--- src/rtl/brick_pkg.sv ---
// Shared constants, grid function codes and FSM states for the brick-grid scheduler.
package brick_pkg;

  localparam int ROWS   = 24;
  localparam int COLS   = 32;
  localparam int KIND_W = 3;
  localparam int LVL_W  = 4;
  localparam int CNT_W  = 10;
  localparam int ROW_W  = 5;
  localparam int COL_W  = 5;
  localparam int IDX_W  = 10;

  localparam logic [KIND_W-1:0] HARD_KIND = 3'd7;

  typedef enum logic [1:0] {
    FUNC_CLEAR = 2'b00,
    FUNC_LOAD  = 2'b01,
    FUNC_DROP  = 2'b10,
    FUNC_PULL  = 2'b11
  } grid_func_e;

  typedef enum logic [3:0] {
    ST_IDLE,
    ST_FILL_ADDR,
    ST_FILL_WR,
    ST_HIT_RD,
    ST_HIT_WR,
    ST_DROP_ISSUE,
    ST_SCAN,
    ST_ACK,
    ST_DONE
  } state_e;

  // Kinds 1..6 can be destroyed and are counted; 0 is empty, HARD_KIND is permanent.
  function automatic logic is_destructible(input logic [KIND_W-1:0] kind);
    return (kind != '0) && (kind != HARD_KIND);
  endfunction

endpackage

--- src/rtl/brick_sched_if.sv ---
// Client, ROM and grid-port signals of brick_sched; slave is the scheduler's view.
interface brick_sched_if;
  import brick_pkg::*;

  logic                  fill_start;
  logic [LVL_W-1:0]      level_id;
  logic [LVL_W+9:0]      rom_addr;
  logic [KIND_W-1:0]     rom_data;
  logic                  fill_done;
  logic                  hit_req;
  logic [6:0]            hit_row;
  logic [6:0]            hit_col;
  logic                  hit_ack;
  logic [KIND_W-1:0]     hit_kind;
  logic                  hit_destroyed;
  logic                  drop_req;
  logic                  drop_ack;
  logic [6:0]            grid_row;
  logic [6:0]            grid_col;
  logic                  grid_enable;
  logic [1:0]            grid_func;
  logic [KIND_W-1:0]     grid_in;
  logic [KIND_W-1:0]     grid_out;
  logic                  grid_busy;
  logic [CNT_W-1:0]      brick_count;
  logic                  level_clear;
  logic                  sched_busy;

  modport slave (
    input  fill_start, level_id, rom_data, hit_req, hit_row, hit_col, drop_req,
           grid_out, grid_busy,
    output rom_addr, fill_done, hit_ack, hit_kind, hit_destroyed, drop_ack,
           grid_row, grid_col, grid_enable, grid_func, grid_in,
           brick_count, level_clear, sched_busy
  );

  modport master (
    output fill_start, level_id, rom_data, hit_req, hit_row, hit_col, drop_req,
           grid_out, grid_busy,
    input  rom_addr, fill_done, hit_ack, hit_kind, hit_destroyed, drop_ack,
           grid_row, grid_col, grid_enable, grid_func, grid_in,
           brick_count, level_clear, sched_busy
  );
endinterface

--- src/rtl/brick_cursor.sv ---
// Row-major row/col walker over the grid, shared by the level fill and the post-drop recount.
module brick_cursor
  import brick_pkg::*;
(
  input  logic             i_clock,
  input  logic             i_reset,
  input  logic             i_clear,
  input  logic             i_step,
  output logic [ROW_W-1:0] o_row,
  output logic [COL_W-1:0] o_col,
  output logic [IDX_W-1:0] o_idx,
  output logic             o_last
);

  logic [ROW_W-1:0] r_row;
  logic [COL_W-1:0] r_col;

  assign o_row  = r_row;
  assign o_col  = r_col;
  assign o_idx  = IDX_W'(r_row) * IDX_W'(COLS) + IDX_W'(r_col);
  assign o_last = (r_row == ROW_W'(ROWS - 1)) && (r_col == COL_W'(COLS - 1));

  // NOTE: state registers use non-blocking (<=) so every flop samples pre-edge values.
  always_ff @(posedge i_clock) begin
    if (i_reset || i_clear) begin
      r_row <= '0;
      r_col <= '0;
    end else if (i_step) begin
      if (r_col == COL_W'(COLS - 1)) begin
        r_col <= '0;
        r_row <= o_last ? '0 : r_row + 1'b1;
      end else begin
        r_col <= r_col + 1'b1;
      end
    end
  end

endmodule

--- src/rtl/brick_sched.sv ---
// Arbitrates the brick grid port between level fill, ball hits and row drops; tracks bricks left.
// Optional: define MULTI_HIT_EN so kinds 2..6 lose one level per hit instead of clearing at once.
module brick_sched
  import brick_pkg::*;
(
  input  logic         i_clock,
  input  logic         i_reset,
  brick_sched_if.slave bus
);

  state_e            r_state;
  logic [LVL_W-1:0]  r_level;
  logic [6:0]        r_hit_row;
  logic [6:0]        r_hit_col;
  logic [KIND_W-1:0] r_kind;
  logic [KIND_W-1:0] r_new_kind;
  logic              r_hit_wr;
  logic              r_destroy;
  logic [CNT_W-1:0]  r_tally;
  logic [CNT_W-1:0]  r_count;
  logic              r_level_clear;
  logic              r_hit_ack;
  logic              r_drop_ack;
  logic [KIND_W-1:0] r_hit_kind;
  logic              r_hit_destroyed;

  logic [ROW_W-1:0]  w_row;
  logic [COL_W-1:0]  w_col;
  logic [IDX_W-1:0]  w_idx;
  logic              w_last;
  logic              w_walking;
  logic              w_cur_step;
  logic [KIND_W-1:0] w_cell_kind;
  logic [CNT_W-1:0]  w_next_tally;
  logic              w_in_range;
  logic [KIND_W-1:0] w_rd_kind;
  logic [KIND_W-1:0] w_new_kind;
  logic [1:0]        w_grid_func;
  logic [KIND_W-1:0] w_grid_in;

  brick_cursor u_cursor (
    .i_clock (i_clock),
    .i_reset (i_reset),
    .i_clear (r_state == ST_IDLE),
    .i_step  (w_cur_step),
    .o_row   (w_row),
    .o_col   (w_col),
    .o_idx   (w_idx),
    .o_last  (w_last)
  );

  assign w_walking    = (r_state == ST_FILL_ADDR) || (r_state == ST_FILL_WR) || (r_state == ST_SCAN);
  assign w_cur_step   = !bus.grid_busy && ((r_state == ST_FILL_WR) || (r_state == ST_SCAN));
  assign w_cell_kind  = (r_state == ST_FILL_WR) ? bus.rom_data : bus.grid_out;
  assign w_next_tally = r_tally + CNT_W'(is_destructible(w_cell_kind));
  assign w_in_range   = (r_hit_row < 7'(ROWS)) && (r_hit_col < 7'(COLS));
  assign w_rd_kind    = w_in_range ? bus.grid_out : '0;

`ifdef MULTI_HIT_EN
  assign w_new_kind = (w_rd_kind > KIND_W'(1)) ? w_rd_kind - 1'b1 : '0;
`else
  assign w_new_kind = '0;
`endif

  // NOTE: every always_comb output gets a default first, so no path can infer a latch.
  always_comb begin
    w_grid_func = FUNC_CLEAR;
    w_grid_in   = '0;
    case (r_state)
      ST_FILL_ADDR:  w_grid_func = FUNC_LOAD;
      ST_FILL_WR: begin
        w_grid_func = FUNC_LOAD;
        w_grid_in   = bus.rom_data;
      end
      ST_HIT_RD:     w_grid_func = FUNC_LOAD;
      ST_HIT_WR: begin
        w_grid_func = r_destroy ? FUNC_CLEAR : FUNC_LOAD;
        w_grid_in   = r_new_kind;
      end
      ST_DROP_ISSUE: w_grid_func = FUNC_DROP;
      default: ;
    endcase
  end

  assign bus.grid_enable = !bus.grid_busy &&
                           ((r_state == ST_FILL_WR) || (r_state == ST_DROP_ISSUE) ||
                            ((r_state == ST_HIT_WR) && r_hit_wr));
  assign bus.grid_row      = w_walking ? 7'(w_row) : r_hit_row;
  assign bus.grid_col      = w_walking ? 7'(w_col) : r_hit_col;
  assign bus.grid_func     = w_grid_func;
  assign bus.grid_in       = w_grid_in;
  assign bus.rom_addr      = {r_level, w_idx};
  assign bus.fill_done     = (r_state == ST_DONE);
  assign bus.sched_busy    = (r_state != ST_IDLE);
  assign bus.hit_ack       = r_hit_ack;
  assign bus.hit_kind      = r_hit_kind;
  assign bus.hit_destroyed = r_hit_destroyed;
  assign bus.drop_ack      = r_drop_ack;
  assign bus.brick_count   = r_count;
  assign bus.level_clear   = r_level_clear;

  always_ff @(posedge i_clock) begin
    if (i_reset) begin
      r_state         <= ST_IDLE;
      r_level         <= '0;
      r_hit_row       <= '0;
      r_hit_col       <= '0;
      r_kind          <= '0;
      r_new_kind      <= '0;
      r_hit_wr        <= 1'b0;
      r_destroy       <= 1'b0;
      r_tally         <= '0;
      r_count         <= '0;
      r_level_clear   <= 1'b0;
      r_hit_ack       <= 1'b0;
      r_drop_ack      <= 1'b0;
      r_hit_kind      <= '0;
      r_hit_destroyed <= 1'b0;
    end else begin
      case (r_state)
        ST_IDLE: begin
          r_tally <= '0;
          if (bus.fill_start) begin
            r_level       <= bus.level_id;
            r_level_clear <= 1'b0;
            r_state       <= ST_FILL_ADDR;
          end else if (bus.drop_req) begin
            r_state <= ST_DROP_ISSUE;
          end else if (bus.hit_req) begin
            r_hit_row <= bus.hit_row;
            r_hit_col <= bus.hit_col;
            r_state   <= ST_HIT_RD;
          end
        end
        ST_FILL_ADDR: r_state <= ST_FILL_WR;
        ST_FILL_WR: if (!bus.grid_busy) begin
          r_tally <= w_next_tally;
          if (w_last) begin
            r_count <= w_next_tally;
            if (w_next_tally == '0) r_level_clear <= 1'b1;
            r_state <= ST_DONE;
          end else begin
            r_state <= ST_FILL_ADDR;
          end
        end
        ST_HIT_RD: if (!bus.grid_busy) begin
          r_kind     <= w_rd_kind;
          r_new_kind <= w_new_kind;
          r_hit_wr   <= is_destructible(w_rd_kind);
          r_destroy  <= is_destructible(w_rd_kind) && (w_new_kind == '0);
          r_state    <= ST_HIT_WR;
        end
        ST_HIT_WR: if (!bus.grid_busy) begin
          r_hit_ack       <= 1'b1;
          r_hit_kind      <= r_kind;
          r_hit_destroyed <= r_destroy;
          if (r_destroy && (r_count != '0)) begin
            r_count <= r_count - 1'b1;
            if (r_count == CNT_W'(1)) r_level_clear <= 1'b1;
          end
          r_state <= ST_ACK;
        end
        ST_DROP_ISSUE: if (!bus.grid_busy) r_state <= ST_SCAN;
        ST_SCAN: if (!bus.grid_busy) begin
          r_tally <= w_next_tally;
          if (w_last) begin
            r_count <= w_next_tally;
            if ((w_next_tally == '0) && (r_count != '0)) r_level_clear <= 1'b1;
            r_drop_ack <= 1'b1;
            r_state    <= ST_ACK;
          end
        end
        ST_ACK: begin
          r_hit_ack       <= 1'b0;
          r_drop_ack      <= 1'b0;
          r_hit_kind      <= '0;
          r_hit_destroyed <= 1'b0;
          r_state         <= ST_IDLE;
        end
        ST_DONE: r_state <= ST_IDLE;
        default: r_state <= ST_IDLE;
      endcase
    end
  end

endmodule

--- src/flat_wrapper.sv ---
// flat-port wrapper written by rule: the top's interface ports become plain ports
module brick_sched_flat import brick_pkg::*;
  (i_clock, i_reset, bus_fill_start, bus_level_id, bus_rom_data, bus_hit_req, bus_hit_row, bus_hit_col, bus_drop_req, bus_grid_out, bus_grid_busy, bus_rom_addr, bus_fill_done, bus_hit_ack, bus_hit_kind, bus_hit_destroyed, bus_drop_ack, bus_grid_row, bus_grid_col, bus_grid_enable, bus_grid_func, bus_grid_in, bus_brick_count, bus_level_clear, bus_sched_busy);
  brick_sched_if bus_i ();
  input  logic i_clock;
  input  logic i_reset;
  input wire logic [$bits(bus_i.fill_start)-1:0] bus_fill_start;
  input wire logic [$bits(bus_i.level_id)-1:0] bus_level_id;
  input wire logic [$bits(bus_i.rom_data)-1:0] bus_rom_data;
  input wire logic [$bits(bus_i.hit_req)-1:0] bus_hit_req;
  input wire logic [$bits(bus_i.hit_row)-1:0] bus_hit_row;
  input wire logic [$bits(bus_i.hit_col)-1:0] bus_hit_col;
  input wire logic [$bits(bus_i.drop_req)-1:0] bus_drop_req;
  input wire logic [$bits(bus_i.grid_out)-1:0] bus_grid_out;
  input wire logic [$bits(bus_i.grid_busy)-1:0] bus_grid_busy;
  output wire logic [$bits(bus_i.rom_addr)-1:0] bus_rom_addr;
  output wire logic [$bits(bus_i.fill_done)-1:0] bus_fill_done;
  output wire logic [$bits(bus_i.hit_ack)-1:0] bus_hit_ack;
  output wire logic [$bits(bus_i.hit_kind)-1:0] bus_hit_kind;
  output wire logic [$bits(bus_i.hit_destroyed)-1:0] bus_hit_destroyed;
  output wire logic [$bits(bus_i.drop_ack)-1:0] bus_drop_ack;
  output wire logic [$bits(bus_i.grid_row)-1:0] bus_grid_row;
  output wire logic [$bits(bus_i.grid_col)-1:0] bus_grid_col;
  output wire logic [$bits(bus_i.grid_enable)-1:0] bus_grid_enable;
  output wire logic [$bits(bus_i.grid_func)-1:0] bus_grid_func;
  output wire logic [$bits(bus_i.grid_in)-1:0] bus_grid_in;
  output wire logic [$bits(bus_i.brick_count)-1:0] bus_brick_count;
  output wire logic [$bits(bus_i.level_clear)-1:0] bus_level_clear;
  output wire logic [$bits(bus_i.sched_busy)-1:0] bus_sched_busy;
  assign bus_i.fill_start = bus_fill_start;
  assign bus_i.level_id = bus_level_id;
  assign bus_i.rom_data = bus_rom_data;
  assign bus_i.hit_req = bus_hit_req;
  assign bus_i.hit_row = bus_hit_row;
  assign bus_i.hit_col = bus_hit_col;
  assign bus_i.drop_req = bus_drop_req;
  assign bus_i.grid_out = bus_grid_out;
  assign bus_i.grid_busy = bus_grid_busy;
  assign bus_rom_addr = bus_i.rom_addr;
  assign bus_fill_done = bus_i.fill_done;
  assign bus_hit_ack = bus_i.hit_ack;
  assign bus_hit_kind = bus_i.hit_kind;
  assign bus_hit_destroyed = bus_i.hit_destroyed;
  assign bus_drop_ack = bus_i.drop_ack;
  assign bus_grid_row = bus_i.grid_row;
  assign bus_grid_col = bus_i.grid_col;
  assign bus_grid_enable = bus_i.grid_enable;
  assign bus_grid_func = bus_i.grid_func;
  assign bus_grid_in = bus_i.grid_in;
  assign bus_brick_count = bus_i.brick_count;
  assign bus_level_clear = bus_i.level_clear;
  assign bus_sched_busy = bus_i.sched_busy;
  brick_sched u_core (.i_clock(i_clock), .i_reset(i_reset), .bus(bus_i));
endmodule
--- config.mk ---
export PLATFORM = sky130hd
export DESIGN_NAME = brick_sched_flat
export DESIGN_NICKNAME = d
export VERILOG_FILES = /design/src/rtl/brick_pkg.sv /design/src/rtl/brick_sched_if.sv /design/src/rtl/brick_cursor.sv /design/src/rtl/brick_sched.sv /design/src/flat_wrapper.sv
export SDC_FILE = /design/constraint.sdc
export NUM_CORES = 1
export LEC_CHECK = 0
export BUFFER_PORTS_ARGS = -buffer_cell sky130_fd_sc_hd__buf_2
export CAP_MARGIN = 20
export CELL_PAD_IN_SITES_DETAIL_PLACEMENT = 1
export CELL_PAD_IN_SITES_GLOBAL_PLACEMENT = 2
export CORE_MARGIN = 2
export CORE_UTILIZATION = 31
export DETAILED_ROUTE_END_ITERATION = 8
export PLACE_DENSITY_LB_ADDON = 0.1
export SLEW_MARGIN = 20
export SYNTH_ARGS = -nofsm -noshare
export SYNTH_HDL_FRONTEND = slang
export SYNTH_HIERARCHICAL = 1
export SYNTH_SLANG_ARGS = --single-unit
export TNS_END_PERCENT = 50
--- constraint.sdc ---
create_clock -name i_clock -period 2.8 [get_ports i_clock]
set_input_delay 0.56 -clock i_clock [delete_from_list [all_inputs] [get_ports i_clock]]
set_output_delay 0.56 -clock i_clock [all_outputs]
set_load 0.02 [all_outputs]
==> results.md <==
* Status: finished, final reports clean
* Vias at around 3,600
* Met2 routed WL at 5.30 mm
* Mux share of post-synthesis cell area at under 10%
* Htree depth at 3
* Pleak at between 1.5 and 2 nW
* Syn nets at about 520
* Final setup vio count at 0
* Largest net degree at the start of global routing at 27
* Clock root cell: clkbuf_16
* Simple-Gate Fraction of Synth Area at between 20 and 30%
* Arrival @ worst endpoint at 2010 ps
* IO Pins at 83
* Internal at about 0.0023 W
* Top_reg_cell synth: dfxtp_1
* Starting density of the core at 31.9%
* Vias in the first global route at between 3,000 and 4,000
* Met3 routed wirelength at approximately 450 um
* Complex-gate fraction of the synthesized area at between 10% and 20%
* Min cycle time layout at 2570 ps
* Area leader, netlist: dfxtp_1
* Post-synth EDFFs at 0
* CTS tree: yes
* Post-synth design cell area at roughly 3700 sq um
* Pre-antenna DRT Iters at 4
* Drt wl/cell at between 15 and 20 um
* Pwr per Cell Area at a little under 900 nW/um^2
* Worst-path cell chain: buf_4 > inv_1 > or4_1 > a21oi_1 > buf_2
* Total clock sinks at 63
* Total track usage at 18.7%
* Synth cell types at 66
* Max-slew headroom at around 46%
* CP Capture Type: primary output
* Max cap viols at 0
* Cell Count, Final, Fillers Out at 685
* Top post-synthesis cells by count: 71 x nand2_1, 63 x dfxtp_1, 56 x a21oi_1
* Critical path required time at 2240 ps
* Postcts setup bufs at 0
* CTS Buffer Depth at 2
* Synth area leaders: dfxtp_1 34%, a21oi_1 7.7%, nand2_1 7.3%, nand3_1 4.0%, nor2_1 3.9%
* NetSw at around 0.0016 W
* Main combinational cell family by area after synthesis: simple AND/OR/NAND/NOR gates
* Post-Place Setup Slack at between 70 and 80 ps
* Adder-cell area share of the yosys netlist at ~3.1%
* Die area at between 10,000 and 15,000 sq um
* Total of warnings raised by yosys at 6
* Min Hold Slack at 452 ps
* RSZ-0062 raised after global routing: no
* Area Overhead vs Synth at 20.5%
* Avg Inst Size Synth at approximately 7.7 sq um
* Seq pwr share at 27.1%
* Critical path class: reg2out
* CP max-delay cell: or4_1
* Die height at between 100 and 150 um
* Die X at ~110 um
* Core ar. at approximately 11,000 sq um
* Share of cells above drive strength 1 at about 25%
* Fmax at between 0.3 and 0.4 GHz
* Port Buffers at 82
* Initial antenna violation count at 0
* Routability congestion estimate at 0.782
* Remaining Overflow, GRT at 0
* Later-pin clock latency in the skew report at approximately 340 ps
* Met1 wire length at 5.72 mm
* TNS Setup at 0 ps
* Cts bufs inserted at 9
* Final WS setup at 225 ps
* Register bit total from synthesis at 63
* Antenna cells at 0
* Pin slew with the least headroom to its limit at around 800 ps
* Seq/Total Area, Yosys at around 34%
* Placed insts at 672
* Top Metal Used: met4
* Hold WC Path Type: reg2reg
* Clk network pwr share at between 20% and 30%
* Switching share of power at 40.6%
* Fin crit share at slightly above 90%
* Nets at between 500 and 600
* XOR/XNOR share of the synthesized area at approximately 1.9%
* Ys async rst share at 0%
* First-pass GRT wire length at 19.0 mm
* Proportion of power drawn by combinational gates at 44.7%
* Clk_skew at around 8.6 ps
* Post-synth top area share at about a third
* Antenna Nets Post-Route at 0
* WL final at around 12 mm
* Largest stage delay, worst path at ~540 ps
* Vias per Instance at 5.32
* Top-count cell post-synth: nand2_1
* Post-CTS Resized at 0
* Initial DRC Count at 130
* Final Max Slew Viols at 0
* DRC viols at 0
* Clk slew on worst S/H paths at 50 ps
* Critical Path Source Type: flip-flop
* Hpwl dp at between 8 and 9 mm
* Final hold violation count at 0
* Post-synthesis cell count at ~480
* Std cell rows at 39
* CTS Hold Buffers Added at 0
* Crit Path Max Fanout at 17
* Peak VDD IR at 0.000461 V
## metal layers
metal | track usage, % | up-vias
met1 | 26.0 | 1773
met5 | 0 | -
met3 | 4.70 | 7
li1 | - | 1799
met2 | 29.3 | 64
met4 | 4.63 | 0
## state kept, by name, summed over array words and instances (netlist names)
signal / cells
u_core/u_cursor/o_row: 5
u_core/bus.hit_kind: 3
u_core/bus.brick_count: 10
u_core/r_destroy: 1
u_core/bus.hit_ack: 1
u_core/bus.hit_destroyed: 1
u_core/bus.level_clear: 1
u_core/r_hit_col: 7
u_core/r_tally: 10
u_core/r_level: 4
u_core/bus.drop_ack: 1
u_core/r_state: 4
u_core/r_kind: 3
u_core/u_cursor/o_col: 5
u_core/r_hit_row: 7
## cell type report
| class | instances | area (sq um) |
|---|---|---|
| Tap cell | 143 | 179 |
| Clock buffer | 12 | 256 |
| Sequential cell | 63 | 1260 |
| Multi-Input combinational cell | 360 | 2140 |
| Timing Repair Buffer | 94 | 500 |
| Fill cell | 1412 | 7060 |
| Inverter | 12 | 45.0 |
| Clock inverter | 1 | 30.0 |
## through the flow
stage / total power, W / instance area, sq um / util (%)
floorplan: 0.00233 / 3660 / -
global placement: 0.00280 / 4120 / 35.9
detailed placement: 0.00282 / 4120 / 35.9
CTS: 0.00396 / 4400 / 38.4
global route: 0.00419 / 4410 / 38.5
finish: 0.00390 / 4410 / 38.5
## cells by family (layout without fill, tap and decap cells)
kind of cell    Yosys count  count (layout)
compound gates          115             115
xor+xnor                  8               8
fa+ha+maj                 9               9
buf+inv                  53             119
flops                    63              63
mux                      15              15
simple gates            213             213
## power by group through the flow
stage,registers (W),clock network (W),logic [W]
after floorplan,0.00110,0,0.00123
after global placement,0.00107,0,0.00173
after detailed placement,0.00108,0,0.00175
after CTS,0.00106,0.00115,0.00175
after global routing,0.00107,0.00118,0.00193
final,0.00106,0.00110,0.00174
## path summary, 6_finish.rpt
path                            slack (ps)             endpoint           startpoint  cells past startpoint
worst max-delay path                   230     bus_grid_func[0]    u_core/r_state[2]                      5
worst min-delay path                   450  u_core/r_hit_col[4]  u_core/r_hit_col[4]                      2
worst max register to register         280    u_core/r_tally[7]    u_core/r_state[0]                     11
worst min register to register         450  u_core/r_hit_col[4]  u_core/r_hit_col[4]                      2
## worst max-delay path, delay by kind of cell, from the launching register on
family                 cells  cell delay [ps]
buffers and inverters      3              610
AOI/OAI and AO/OA          1              180
DFF                        1              350
and+or+nand+nor            1              540
## layout by cell type (no fill, tap or decap), types with 3 or more instances in the layout
| master | n |
|---|---|
| nand4_1 | 4 |
| a21oi_1 | 56 |
| nand2_1 | 71 |
| xnor2_1 | 5 |
| clkbuf_16 | 9 |
| xor2_1 | 3 |
| nor4_1 | 6 |
| ha_1 | 8 |
| and3_1 | 9 |
| mux2_2 | 11 |
| nor2b_1 | 15 |
| buf_4 | 12 |
| o211ai_1 | 5 |
| or4_1 | 5 |
| dfxtp_1 | 63 |
| nor2_1 | 37 |
| nor3_1 | 9 |
| inv_1 | 11 |
| a21o_1 | 4 |
| a22oi_1 | 5 |
| or3_1 | 3 |
| nor3b_1 | 3 |
| nand3_1 | 29 |
| a31oi_1 | 5 |
| buf_2 | 82 |
| mux2i_1 | 4 |
| o21ai_0 | 20 |
Note: power is estimated with default switching activity, not from simulation.
